===== config.mk =====
export PLATFORM = sky130hd
export DESIGN_NAME = uart_tx_arbiter
export DESIGN_NICKNAME = d
export VERILOG_FILES = /design/src/rtl/uart_tx_arbiter.sv
export SDC_FILE = /design/constraint.sdc
export NUM_CORES = 1
export LEC_CHECK = 0
export ABC_AREA = 1
export CAP_MARGIN = 20
export CORE_ASPECT_RATIO = 1.5
export CORE_UTILIZATION = 33
export DETAILED_ROUTE_END_ITERATION = 10
export PLACE_DENSITY_LB_ADDON = 0.2
export SYNTH_ARGS = -nofsm -noshare
export SYNTH_HDL_FRONTEND = slang
export SYNTH_SLANG_ARGS = --single-unit

===== constraint.sdc =====
create_clock -name tx_clk -period 2.9 [get_ports tx_clk]
set_input_delay 0.435 -clock tx_clk [delete_from_list [all_inputs] [get_ports tx_clk]]
set_output_delay 0.435 -clock tx_clk [all_outputs]
set_load 0.005 [all_outputs]

===== src/rtl/uart_tx_arbiter.sv =====
// Round-robin arbiter that shares one 8-bit UART transmitter among NUM_REQ byte producers.
// A grant stays locked to one requester until the byte flagged req_last has been sent.
`timescale 1ns/1ps
module uart_tx_arbiter #(
    parameter int NUM_REQ = 4,
    parameter int BUSY_TO = 16,
    parameter int LOCK_TO = 1024
) (
    input  logic                 tx_clk,
    input  logic                 tx_rst_n,
    input  logic [NUM_REQ-1:0]   req_valid,
    input  logic [NUM_REQ-1:0]   req_last,
    input  logic [8*NUM_REQ-1:0] req_data,
    output logic [NUM_REQ-1:0]   req_ready,
    output logic [7:0]           tx_data,
    output logic                 tx_start,
    input  logic                 tx_busy,
    input  logic                 tx_done,
    output logic [2:0]           grant_id,
    output logic                 lock_active,
    output logic                 err_busy_to,
    output logic                 err_lock_to
);
    localparam int BW = $clog2(BUSY_TO + 1);
    localparam int LW = $clog2(LOCK_TO + 1);
    localparam logic [NUM_REQ-1:0] ONE = {{(NUM_REQ-1){1'b0}}, 1'b1};

    typedef enum logic [1:0] {IDLE, LAUNCH, WAIT_BUSY, WAIT_DONE} state_t;

    state_t             state;
    logic [BW-1:0]      busy_cnt;
    logic [LW-1:0]      lock_cnt;
    logic [NUM_REQ-1:0] eligible;
    logic               win_found;
    logic [2:0]         win_idx;
    logic [7:0]         win_data;
    logic               win_last;
    logic               xfer;

    // While locked only the current owner competes; the search still starts at grant_id+1
    // and wraps, so the owner is reached at offset NUM_REQ.
    always_comb begin
        eligible = lock_active ? (req_valid & (ONE << grant_id)) : req_valid;
        win_found = 1'b0;
        win_idx   = '0;
        win_data  = '0;
        win_last  = 1'b0;
        for (int k = NUM_REQ; k >= 1; k--) begin
            automatic int idx = (int'(grant_id) + k) % NUM_REQ;
            if (eligible[idx]) begin
                win_found = 1'b1;
                win_idx   = 3'(idx);
                win_data  = req_data[8*idx +: 8];
                win_last  = req_last[idx];
            end
        end
    end

    assign xfer      = (state == IDLE) && !tx_busy && win_found;
    assign req_ready = xfer ? (ONE << win_idx) : '0;

    always_ff @(posedge tx_clk or negedge tx_rst_n) begin
        if (!tx_rst_n) begin
            state       <= IDLE;
            tx_data     <= '0;
            tx_start    <= 1'b0;
            grant_id    <= 3'(NUM_REQ - 1);
            lock_active <= 1'b0;
            err_busy_to <= 1'b0;
            err_lock_to <= 1'b0;
            busy_cnt    <= '0;
            lock_cnt    <= '0;
        end else begin
            tx_start    <= 1'b0;
            err_busy_to <= 1'b0;
            err_lock_to <= 1'b0;
            case (state)
                IDLE: begin
                    if (xfer) begin
                        tx_data     <= win_data;
                        grant_id    <= win_idx;
                        lock_active <= ~win_last;
                        lock_cnt    <= '0;
                        tx_start    <= 1'b1;
                        state       <= LAUNCH;
                    end else if (lock_active && !(|eligible)) begin
                        if (lock_cnt == LW'(LOCK_TO - 1)) begin
                            err_lock_to <= 1'b1;
                            lock_active <= 1'b0;
                            lock_cnt    <= '0;
                        end else begin
                            lock_cnt <= lock_cnt + LW'(1);
                        end
                    end
                end
                LAUNCH: begin
                    // counter holds cycles elapsed since the tx_start cycle
                    busy_cnt <= BW'(1);
                    state    <= WAIT_BUSY;
                end
                WAIT_BUSY: begin
                    if (tx_busy) begin
                        state <= WAIT_DONE;
                    end else if (busy_cnt == BW'(BUSY_TO - 1)) begin
                        err_busy_to <= 1'b1;
                        lock_active <= 1'b0;
                        lock_cnt    <= '0;
                        state       <= IDLE;
                    end else begin
                        busy_cnt <= busy_cnt + BW'(1);
                    end
                end
                WAIT_DONE: begin
                    if (tx_done) state <= IDLE;
                end
                default: state <= IDLE;
            endcase
        end
    end
endmodule

==> results of run 1 <==
synthesized netlist by cell type (all sizes together):
library cell,n
dfstp,2
nand4,9
a311oi,1
xor2,3
nor2,30
dfrtp,30
conb,1
a21oi,20
buf,19
nor3,14
or2,3
a21boi,3
o21ai,87
o22ai,1
inv,47
nand3,27
nor3b,1
a31oi,1
mux2i,8
nand2,162
clkbuf,5
mux2,1
ha,7
flip-flops by register name, summed over array words and instances (netlist names):
register / count
lock_cnt: 11
tx_data: 8
busy_cnt: 5
grant_id: 2
state: 2
err_busy_to: 1
err_lock_to: 1
lock_active: 1
tx_start: 1
worst paths after layout:
path,to,slack [ns],start,cells past startpoint
worst max-delay path,req_ready[0],0.16,grant_id[1],15
worst min register to register,tx_data[6],0.52,tx_data[6],2
worst min-delay path,tx_data[6],0.52,tx_data[6],2
max in group asynchronous,grant_id[0],2.00,tx_rst_n,2
worst max register to register,lock_cnt[3],0.54,grant_id[0],15
min in group asynchronous,state[1],0.56,tx_rst_n,2
per-layer routing:
metal / routed length (µm) / up-vias
met5: 0 / -
met1: 3262 / 1452
met3: 229 / 15
met4: 191 / 0
li1: - / 1700
met2: 4465 / 60
power groups by stage:
stage | sequential, mW | clock [mW] | combinational [mW]
floorplan | 0.709 | 0 | 2.02
global placement | 0.750 | 0 | 2.76
detailed placement | 0.753 | 0 | 2.80
CTS | 0.746 | 0.539 | 2.86
global route | 0.768 | 0.558 | 3.26
finish | 0.745 | 0.531 | 2.89
worst min-delay path: stages (launching register included):
cell	delay [ns]
dfrtp_1	0.37
nand2_1	0.06
o21ai_1	0.06
layout make-up:
class | count | area share (%)
clock inverters | 2 | 0.2510
well taps | 110 | 3.452
multi-input cells | 379 | 49.23
repair buffers | 82 | 18.95
inverters | 47 | 4.487
flip-flops and latches | 32 | 20.14
clock buffers | 6 | 3.483
stage by stage:
stage / setup slack [ns] / hold slack, ns / instance area (µm²) / cells
after floorplan: 0.2484 / 0.1394 / 3055 / 482
after global placement: 0.1114 / 0.5007 / 3786 / 647
after detailed placement: 0.07468 / 0.5089 / 3786 / 647
after CTS: 0.09278 / 0.5257 / 3965 / 657
after global routing: 0.006579 / 0.5465 / 3988 / 658
final: 0.1627 / 0.5201 / 3988 / 658
logic make-up after synthesis:
group	after synthesis	synth area share (%)
and+or+nand+nor	246	35.95
AOI/OAI and AO/OA	113	20.07
buffers and inverters	71	10.85
DFF	32	26.29
muxes	9	2.989
adders and majority gates	7	2.866
xor gates and xnor gates	3	0.8601
other	1	0.1227
timing repair:
item,4_1_cts,5_1_grt
setup endpoints to repair,4,4
setup buffers,2,1
resized for setup,9,12
hold endpoints to repair,0,0
pin swaps,1,3
==> run_results.csv, run 1 <==
group,metric,value,unit
die,num_io_pins,63,
grt,antenna_found_initial,0,
cts,tritoncts_num_sinks,32,
place,buffer_ports.inserted,61,
pwr,cellInternalPower,2.062,mW
pwr,netSwitchingPower,2.108,mW
grt,met3_usage,1.825,%
worst_setup_path,critical_path.max_fanout,6,
finish,layout_commonest_cell,"nand2_1",
drt,detail-route-antenna-nets,0,
grt,grt_util_met2,33.74,%
hold_path,worstHoldPathType,"reg -> reg",
cts,cts_tree,"built",
drt,route.detailed.wl_per_inst,12.38,µm
sta,max_freq,365.3,MHz
finish,layout-area-overhead-vs-synth,30.51,%
finish,antenna-diode-count,0,
outcome,status,"finished, final reports clean",
sta,setup-violations-final,0,
pwr,powerDensity,1046,mW/mm²
worst_setup_path,timing.critical_path.from_type,"flip-flop",
cts,clock_tree.root_cell,"clkbuf_16",
pwr,p_total,4.170,mW
pwr,sw_frac_of_total,50.56,%
die,dieHeight,119.9,µm
die,initial_core_util,34.40,%
cts,clock_pin_slew_on_the_worst_setup_and_hold_paths,0.05,ns
sta,maxSlewViolCount,0,
logic_synthesis,synth_fp_nets,533,
drt,detailedRoute.firstPassIterationCount,4,
cts,clk-insertion-delay-late,0.28,ns
worst_setup_path,critical-path-top-cell-by-count,"nand2_2",
grt,globalRoute.totalOverflow,0,
worst_setup_path,slowest_stage,"dfstp_2",
place,detailedPlacementHpwl,6284,µm
place,globalplace.congestion,0.8491,
finish,ff_latch_area,803.3,µm²
logic_synthesis,synthDistinctLibCells,37,
sta,fin_skew,0.004154,ns
logic_synthesis,yosysTopAreaCell,"dfrtp_1",
pwr,share_comb_of_total_power,69.4,%
logic_synthesis,ys_seq_area_share,26.29,%
logic_synthesis,synth.top_cells.by_area,"dfrtp_1 (25%), nand2_1 (18%), o21ai_0 (11%)",
grt,grt_first_pass_wirelength,13720,µm
cts,cts-htree-levels,2,
grt,grt_use_met1,20.26,%
die,design.die.area,0.009656,mm²
worst_setup_path,setup.worst_path.class,"reg -> out",
sta,rsz0062_at_grt,"false",
pwr,leakage,1.826,nW
finish,multiInputGateArea,0.001963,mm²
sta,post-route-min-period,2.737,ns
logic_synthesis,syn-mean-instance-area,6.339,µm²
finish,drive_gt1_share,15.33,%
sta,timing.setup.tns,0,ns
sta,timing_hold_violations_final,0,
worst_setup_path,critical_path_cell_by_cell,"buf_4, ha_1, inv_1, nand2_2, nand3_1, nand2_2, nand2_2, nand2_4, inv_2, nand2_1, nand2_1, nand3_1, nand2_2, nor3_2, dlygate4sd2_1",
grt,grt_use_total,17.97,%
drt,total_length_of_routed_wires,8149,µm
logic_synthesis,yosys_register_bits,32,
grt,grt_pass1_vias,3064,
worst_setup_path,critical_path.n_buffers_inverters,4,
die,core.rowCount,42,
drt,route.detailed.vias_per_inst,4.904,
worst_setup_path,worstPathArrival,2.30,ns
finish,nets,598,
worst_setup_path,critical_path_max_stage_delay,0.56,ns
pwr,ir_drop,0.5326,mV
worst_setup_path,timing.critical_path.max_delay_family,"simple AND/OR/NAND/NOR gates",
grt,most_crowded_layer_gr,"met2",
cts,ctsHoldBuffers,0,
flow_run,max_cap_viol_count,0,
die,fp.coreArea,0.008881,mm²
drt,drc,0,
finish,mostFrequentLayoutCells,"nand2_1 (142), o21ai_0 (68), clkdlybuf4s50_1 (57)",
drt,starting_drt_drc_count,91,
finish,layout.filler_cells,952,
pwr,clock_network_fraction_of_total_power,12.7,%
logic_synthesis,post_syn_instances,482,
cts,numCtsBuffers,5,
worst_setup_path,required,2.47,ns
cts,cts_max_path_buffers,2,
finish,post-route-util,44.90,%
pwr,p_seq_share,17.9,%
logic_synthesis,yosys_warnings,0,
grt,grt_start_max_net_pins,51,
logic_synthesis,netlist_area,0.003055,mm²
die,overall_die_width,80.57,µm
logic_synthesis,synth.top_cell.area_share,24.57,%
worst_setup_path,sort_of_element_at_the_end_of_the_critical_path,"output pin",
sta,finalCritPeriodShare,94.39,%
drt,routed-via-count,3227,
(Power assumes the default switching activity.)
==> inputs of run 2 (changes only) <==
--- a/config.mk
+++ b/config.mk
@@ -10,7 +10,7 @@
 export CORE_ASPECT_RATIO = 1.5
 export CORE_UTILIZATION = 33
 export DETAILED_ROUTE_END_ITERATION = 10
-export PLACE_DENSITY_LB_ADDON = 0.2
+export PLACE_DENSITY = 0.63
 export SYNTH_ARGS = -nofsm -noshare
 export SYNTH_HDL_FRONTEND = slang
 export SYNTH_SLANG_ARGS = --single-unit
==> run_results.csv, run 2 (synthesized netlist as in run 1, its figures left out) <==
group,metric,value,unit
flow_run,max_cap_viol_count,0,
worst_setup_path,timing.critical_path.from_type,"flip-flop",
pwr,clock_network_fraction_of_total_power,14.2,%
worst_setup_path,slowest_stage,"dfstp_2",
sta,timing.setup.tns,0,ns
drt,detail-route-antenna-nets,0,
place,globalplace.congestion,0.8501,
worst_setup_path,reg2reg_to,"lock_cnt[7]",
grt,grt_first_pass_wirelength,13370,µm
drt,drc,0,
finish,registers.top_by_ff_count,"lock_cnt",
cts,numCtsBuffers,5,
drt,starting_drt_drc_count,132,
worst_setup_path,worstReg2RegStart,"grant_id[0]",
sta,post-route-min-period,2.746,ns
pwr,ir_drop,0.4755,mV
grt,globalRoute.totalOverflow,0,
finish,mostFrequentLayoutCells,"nand2_1 (141), o21ai_0 (68), clkdlybuf4s50_1 (57)",
grt,grt_use_total,17.87,%
drt,total_length_of_routed_wires,8162,µm
worst_setup_path,setup_slack_on_the_worst_flop_to_flop_path,0.53,ns
hold_path,worstHoldPathType,"reg -> reg",
pwr,powerDensity,1064,mW/mm²
cts,ctsHoldBuffers,0,
grt,grt_pass1_vias,2968,
cts,clock_tree.root_cell,"clkbuf_16",
cts,cts-htree-levels,2,
outcome,status,"finished, final reports clean",
cts,cts_max_path_buffers,2,
worst_setup_path,sort_of_element_at_the_end_of_the_critical_path,"output pin",
sta,maxSlewViolCount,0,
place,detailedPlacementHpwl,6339,µm
die,design.die.area,0.009656,mm²
pwr,p_seq_share,17.4,%
pwr,leakage,1.835,nW
worst_setup_path,worstPathArrival,2.31,ns
finish,nets,599,
sta,setup-violations-final,0,
pwr,netSwitchingPower,2.137,mW
sta,fin_skew,0.006510,ns
die,core.rowCount,42,
finish,layout-area-overhead-vs-synth,31.61,%
drt,route.detailed.wl_per_inst,12.39,µm
drt,routed-via-count,3266,
finish,layout_commonest_cell,"nand2_1",
sta,timing_hold_violations_final,0,
finish,biggest_regs,"lock_cnt: 11 flops, tx_data: 8 flops, busy_cnt: 5 flops",
die,fp.coreArea,0.008881,mm²
hold_path,hold_path_startpoint,"lock_cnt[10]",
worst_setup_path,critical-path-top-cell-by-count,"nand2_2",
die,overall_die_width,80.57,µm
finish,post-route-util,45.28,%
hold_path,hold-path-endpoint,"lock_cnt[10]",
hold_path,worst_hold_path.num_cells,2,
worst_setup_path,setup.worst_path.class,"reg -> out",
place,buffer_ports.inserted,61,
cts,clk-insertion-delay-late,0.28,ns
grt,grt_start_max_net_pins,49,
sta,rsz0062_at_grt,"true",
sta,timing.hold.ws,0.5178,ns
worst_setup_path,worst_r2r_path_depth,15,
pwr,cellInternalPower,2.140,mW
die,num_io_pins,63,
cts,tritoncts_num_sinks,32,
pwr,sw_frac_of_total,49.97,%
die,initial_core_util,34.40,%
die,dieHeight,119.9,µm
finish,antenna-diode-count,0,
cts,cts_tree,"built",
worst_setup_path,critical_path.max_fanout,7,
finish,ff_latch_area,803.3,µm²
grt,antenna_found_initial,0,
pwr,share_comb_of_total_power,68.4,%
finish,multiInputGateArea,0.001969,mm²
finish,number_of_flip_flops_in_the_largest_register,11,
drt,detailedRoute.firstPassIterationCount,4,
sta,finalCritPeriodShare,94.68,%
finish,drive_gt1_share,16.03,%
cts,clock_pin_slew_on_the_worst_setup_and_hold_paths,0.06,ns
worst_setup_path,critical_path_cell_by_cell,"inv_4, ha_1, inv_1, nand2_2, nand3_1, nand2_2, nand2_2, nand2_2, inv_2, nand2_1, nand3_1, nand2_2, nor3_2, clkdlybuf4s15_1",
sta,max_freq,364.2,MHz
worst_setup_path,required,2.47,ns
finish,layout.filler_cells,925,
worst_setup_path,critical_path_max_stage_delay,0.59,ns
drt,route.detailed.vias_per_inst,4.956,
run 2: final cells by class:
type | count | area share, %
Tap cell | 110 | 3.423
Clock buffer | 5 | 3.111
Sequential cell | 32 | 19.98
Timing Repair Buffer | 83 | 19.01
Multi-Input combinational cell | 379 | 48.97
Clock inverter | 3 | 1.058
Inverter | 47 | 4.449
run 2: through the flow:
step           total power [mW]  cell area (µm²)  std cells  setup slack, ns
2_1_floorplan             2.729             3055        482           0.2484
3_3_place_gp              3.480             3786        647           0.1049
3_5_place_dp              3.540             3786        647          0.01589
4_1_cts                   4.221             3985        657          0.09014
5_1_grt                   4.709             4021        659         -0.03168
6_report                  4.277             4021        659           0.1542
run 2: power by group through the flow:
stage | clock network, mW | logic, mW | registers [mW]
final | 0.606 | 2.92 | 0.746
after CTS | 0.615 | 2.86 | 0.745
after floorplan | 0 | 2.02 | 0.709
after global routing | 0.637 | 3.30 | 0.769
after detailed placement | 0 | 2.79 | 0.752
after global placement | 0 | 2.73 | 0.746
run 2: how the worst max path moves through the flow:
| stage | start | end | slack, ns | cells after the start |
|---|---|---|---|---|
| after floorplan | grant_id[1] | req_ready[1] | 0.25 | 15 |
| after global placement | req_valid[3] | req_ready[3] | 0.10 | 12 |
| after detailed placement | req_valid[3] | req_ready[1] | 0.02 | 12 |
| after CTS | grant_id[1] | req_ready[1] | 0.09 | 16 |
| after global routing | grant_id[0] | req_ready[2] | -0.03 | 14 |
| final | grant_id[0] | req_ready[2] | 0.15 | 14 |
run 2: repair_timing:
action	in CTS	in global routing
cloned	0	0
resized for setup	12	16
hold endpoints to repair	0	0
pin swaps	2	3
buffers inserted	2	2
setup endpoints to repair	4	4
run 2: worst max-delay path, delay by kind of cell (launching register included):
| family | cells | cell delay, ns |
|---|---|---|
| simple gates | 9 | 0.80 |
| flops | 1 | 0.59 |
| buf+inv | 4 | 0.45 |
| fa+ha+maj | 1 | 0.19 |
run 2: layer usage:
layer	part of all wire (%)	track usage [%]	wire, µm	vias to the layer above
met5	0	0	0	-
met4	2.8	8.036	229	0
met3	3.0	2.129	245	13
met2	52	32.04	4268	79
met1	42	20.61	3419	1463
li1	-	-	-	1711
==> inputs of run 3 (changes only) <==
--- a/config.mk
+++ b/config.mk
@@ -8,9 +8,10 @@
 export ABC_AREA = 1
 export CAP_MARGIN = 20
 export CORE_ASPECT_RATIO = 1.5
-export CORE_UTILIZATION = 33
+export CORE_MARGIN = 1.5
+export CORE_UTILIZATION = 35
 export DETAILED_ROUTE_END_ITERATION = 10
-export PLACE_DENSITY = 0.63
+export PLACE_DENSITY_LB_ADDON = 0.3
 export SYNTH_ARGS = -nofsm -noshare
 export SYNTH_HDL_FRONTEND = slang
 export SYNTH_SLANG_ARGS = --single-unit
==> run_results.csv, run 3 (synthesized netlist as in run 1, its figures left out) <==
group,metric,value,unit
sta,timing_hold_violations_final,0,
cts,cts_tree,"built",
grt,grt_pass1_vias,3076,
cts,clk-insertion-delay-late,0.28,ns
sta,finalCritPeriodShare,95.44,%
worst_setup_path,setup_slack_on_the_worst_flop_to_flop_path,0.55,ns
finish,number_of_flip_flops_in_the_largest_register,11,
cts,clock_pin_slew_on_the_worst_setup_and_hold_paths,0.05,ns
die,fp.coreArea,0.008464,mm²
finish,layout_commonest_cell,"nand2_1",
die,overall_die_width,79.29,µm
outcome,status,"finished, final reports clean",
hold_path,hold_path_startpoint,"lock_cnt[10]",
worst_setup_path,sort_of_element_at_the_end_of_the_critical_path,"output pin",
finish,registers.top_by_ff_count,"lock_cnt",
cts,tritoncts_num_sinks,32,
grt,antenna_found_initial,0,
worst_setup_path,worstReg2RegStart,"grant_id[0]",
sta,maxSlewViolCount,0,
drt,detailedRoute.firstPassIterationCount,4,
place,detailedPlacementHpwl,6341,µm
hold_path,worstHoldPathType,"reg -> reg",
pwr,ir_drop,0.5782,mV
die,initial_core_util,36.10,%
pwr,netSwitchingPower,2.101,mW
worst_setup_path,worstPathArrival,2.33,ns
drt,routed-via-count,3231,
pwr,powerDensity,1065,mW/mm²
drt,drc,0,
die,design.die.area,0.009311,mm²
worst_setup_path,setup.worst_path.class,"reg -> out",
sta,slew-limit-headroom,61.52,%
die,dieHeight,117.4,µm
die,core.rowCount,41,
pwr,leakage,1.840,nW
finish,antenna-diode-count,0,
sta,setup-violations-final,0,
grt,grt_first_pass_wirelength,13680,µm
drt,starting_drt_drc_count,99,
place,buffer_ports.inserted,61,
finish,layout-area-overhead-vs-synth,31.41,%
worst_setup_path,timing.critical_path.from_type,"flip-flop",
finish,drive_gt1_share,15.33,%
drt,route.detailed.vias_per_inst,4.933,
pwr,cellInternalPower,2.177,mW
die,num_io_pins,63,
sta,post-route-min-period,2.768,ns
sta,timing_worst_slew_pin_value,0.5755,ns
drt,total_length_of_routed_wires,8071,µm
worst_setup_path,reg2reg_to,"lock_cnt[7]",
hold_path,hold-path-endpoint,"lock_cnt[10]",
pwr,share_comb_of_total_power,67.6,%
pwr,clock_network_fraction_of_total_power,15.0,%
finish,post-route-util,47.44,%
sta,rsz0062_at_grt,"false",
grt,grt_use_total,18.12,%
worst_setup_path,critical_path.max_fanout,6,
sta,timing.setup.tns,0,ns
drt,route.detailed.wl_per_inst,12.32,µm
pwr,p_seq_share,17.4,%
finish,nets,598,
finish,mostFrequentLayoutCells,"nand2_1 (142), o21ai_0 (68), clkdlybuf4s50_1 (57)",
cts,cts_max_path_buffers,2,
grt,grt_start_max_net_pins,45,
flow_run,max_cap_viol_count,0,
hold_path,worst_hold_path.num_cells,2,
cts,numCtsBuffers,5,
place,globalplace.congestion,0.9499,
worst_setup_path,required,2.47,ns
cts,ctsHoldBuffers,0,
sta,max_freq,361.3,MHz
grt,globalRoute.totalOverflow,0,
cts,clock_tree.root_cell,"clkbuf_16",
finish,biggest_regs,"lock_cnt: 11 flops, tx_data: 8 flops, busy_cnt: 5 flops",
finish,layout.filler_cells,887,
sta,fin_skew,0.001654,ns
worst_setup_path,worst_r2r_path_depth,15,
pwr,sw_frac_of_total,49.11,%
cts,cts-htree-levels,2,
drt,detail-route-antenna-nets,0,
-- run 3: cell count changes in the layout (fill, tap and decap cells not counted), sizes merged --
cell	change
clkinv	-1
clkbuf	+1
buf	-1
clkinvlp	-1
clkdlybuf4s15	-1
dlygate4sd2	+2
-- run 3: area by class of cell --
cell class	instances	area [µm²]	share of cell area [%]
multi-input cells	379	1961	48.83
clock buffers	7	152.6	3.802
flip-flops and latches	32	803.3	20.01
inverters	47	178.9	4.456
clock inverters	1	30.03	0.7479
repair buffers	82	755.7	18.82
well taps	107	133.9	3.334
-- run 3: critical path, stage by stage, from the launching register on --
cell           delay (ns)
dfstp_2              0.56
buf_4                0.15
ha_1                 0.14
inv_1                0.04
nand2_2              0.06
nand3_1              0.07
nand2_1              0.10
nand2_1              0.09
nand2_2              0.11
nor2_2               0.06
o21ai_1              0.15
nand2_2              0.10
nor3_2               0.15
dlygate4sd2_1        0.26
-- run 3: worst max path at each step --
| stage | cells after the start | end | startpoint | slack [ns] |
|---|---|---|---|---|
| 2_1_floorplan | 15 | req_ready[1] | grant_id[1] | 0.25 |
| 3_3_place_gp | 12 | req_ready[1] | req_valid[3] | 0.12 |
| 3_5_place_dp | 12 | req_ready[1] | req_valid[3] | 0.11 |
| 4_1_cts | 16 | req_ready[1] | grant_id[0] | 0.11 |
| 5_1_grt | 15 | req_ready[2] | grant_id[1] | 0.01 |
| 6_report | 13 | req_ready[0] | grant_id[1] | 0.13 |
-- run 3: layer usage --
layer	GRT usage, %	part of all wire, %
met4	6.031	2.0
met3	2.802	3.0
met2	33.65	54
met5	0	0
met1	20.40	41
-- run 3: timing repair --
item | 4_1_cts | 5_1_grt
gates resized for setup | 11 | 10
endpoints found under the setup margin | 4 | 4
pin swaps | 0 | 4
buffers inserted | 2 | 1
-- run 3: per-stage QoR --
| stage | cells | power (mW) | hold WS, ns | area (µm²) | setup slack (ns) |
|---|---|---|---|---|---|
| 2_1_floorplan | 482 | 2.729 | 0.1394 | 3055 | 0.2484 |
| 4_1_cts | 654 | 4.242 | 0.5121 | 4000 | 0.1092 |
| 3_3_place_gp | 644 | 3.472 | 0.5000 | 3782 | 0.1240 |
| 6_report | 655 | 4.278 | 0.5073 | 4015 | 0.1322 |
| 5_1_grt | 655 | 4.679 | 0.5554 | 4015 | 0.01225 |
| 3_5_place_dp | 644 | 3.532 | 0.4985 | 3782 | 0.1065 |
-- run 3: power groups by stage --
stage | clock, mW | sequential (mW) | combinational, mW
floorplan | 0 | 0.709 | 2.02
global placement | 0 | 0.748 | 2.72
detailed placement | 0 | 0.752 | 2.78
CTS | 0.649 | 0.747 | 2.85
global route | 0.663 | 0.762 | 3.25
finish | 0.641 | 0.743 | 2.89
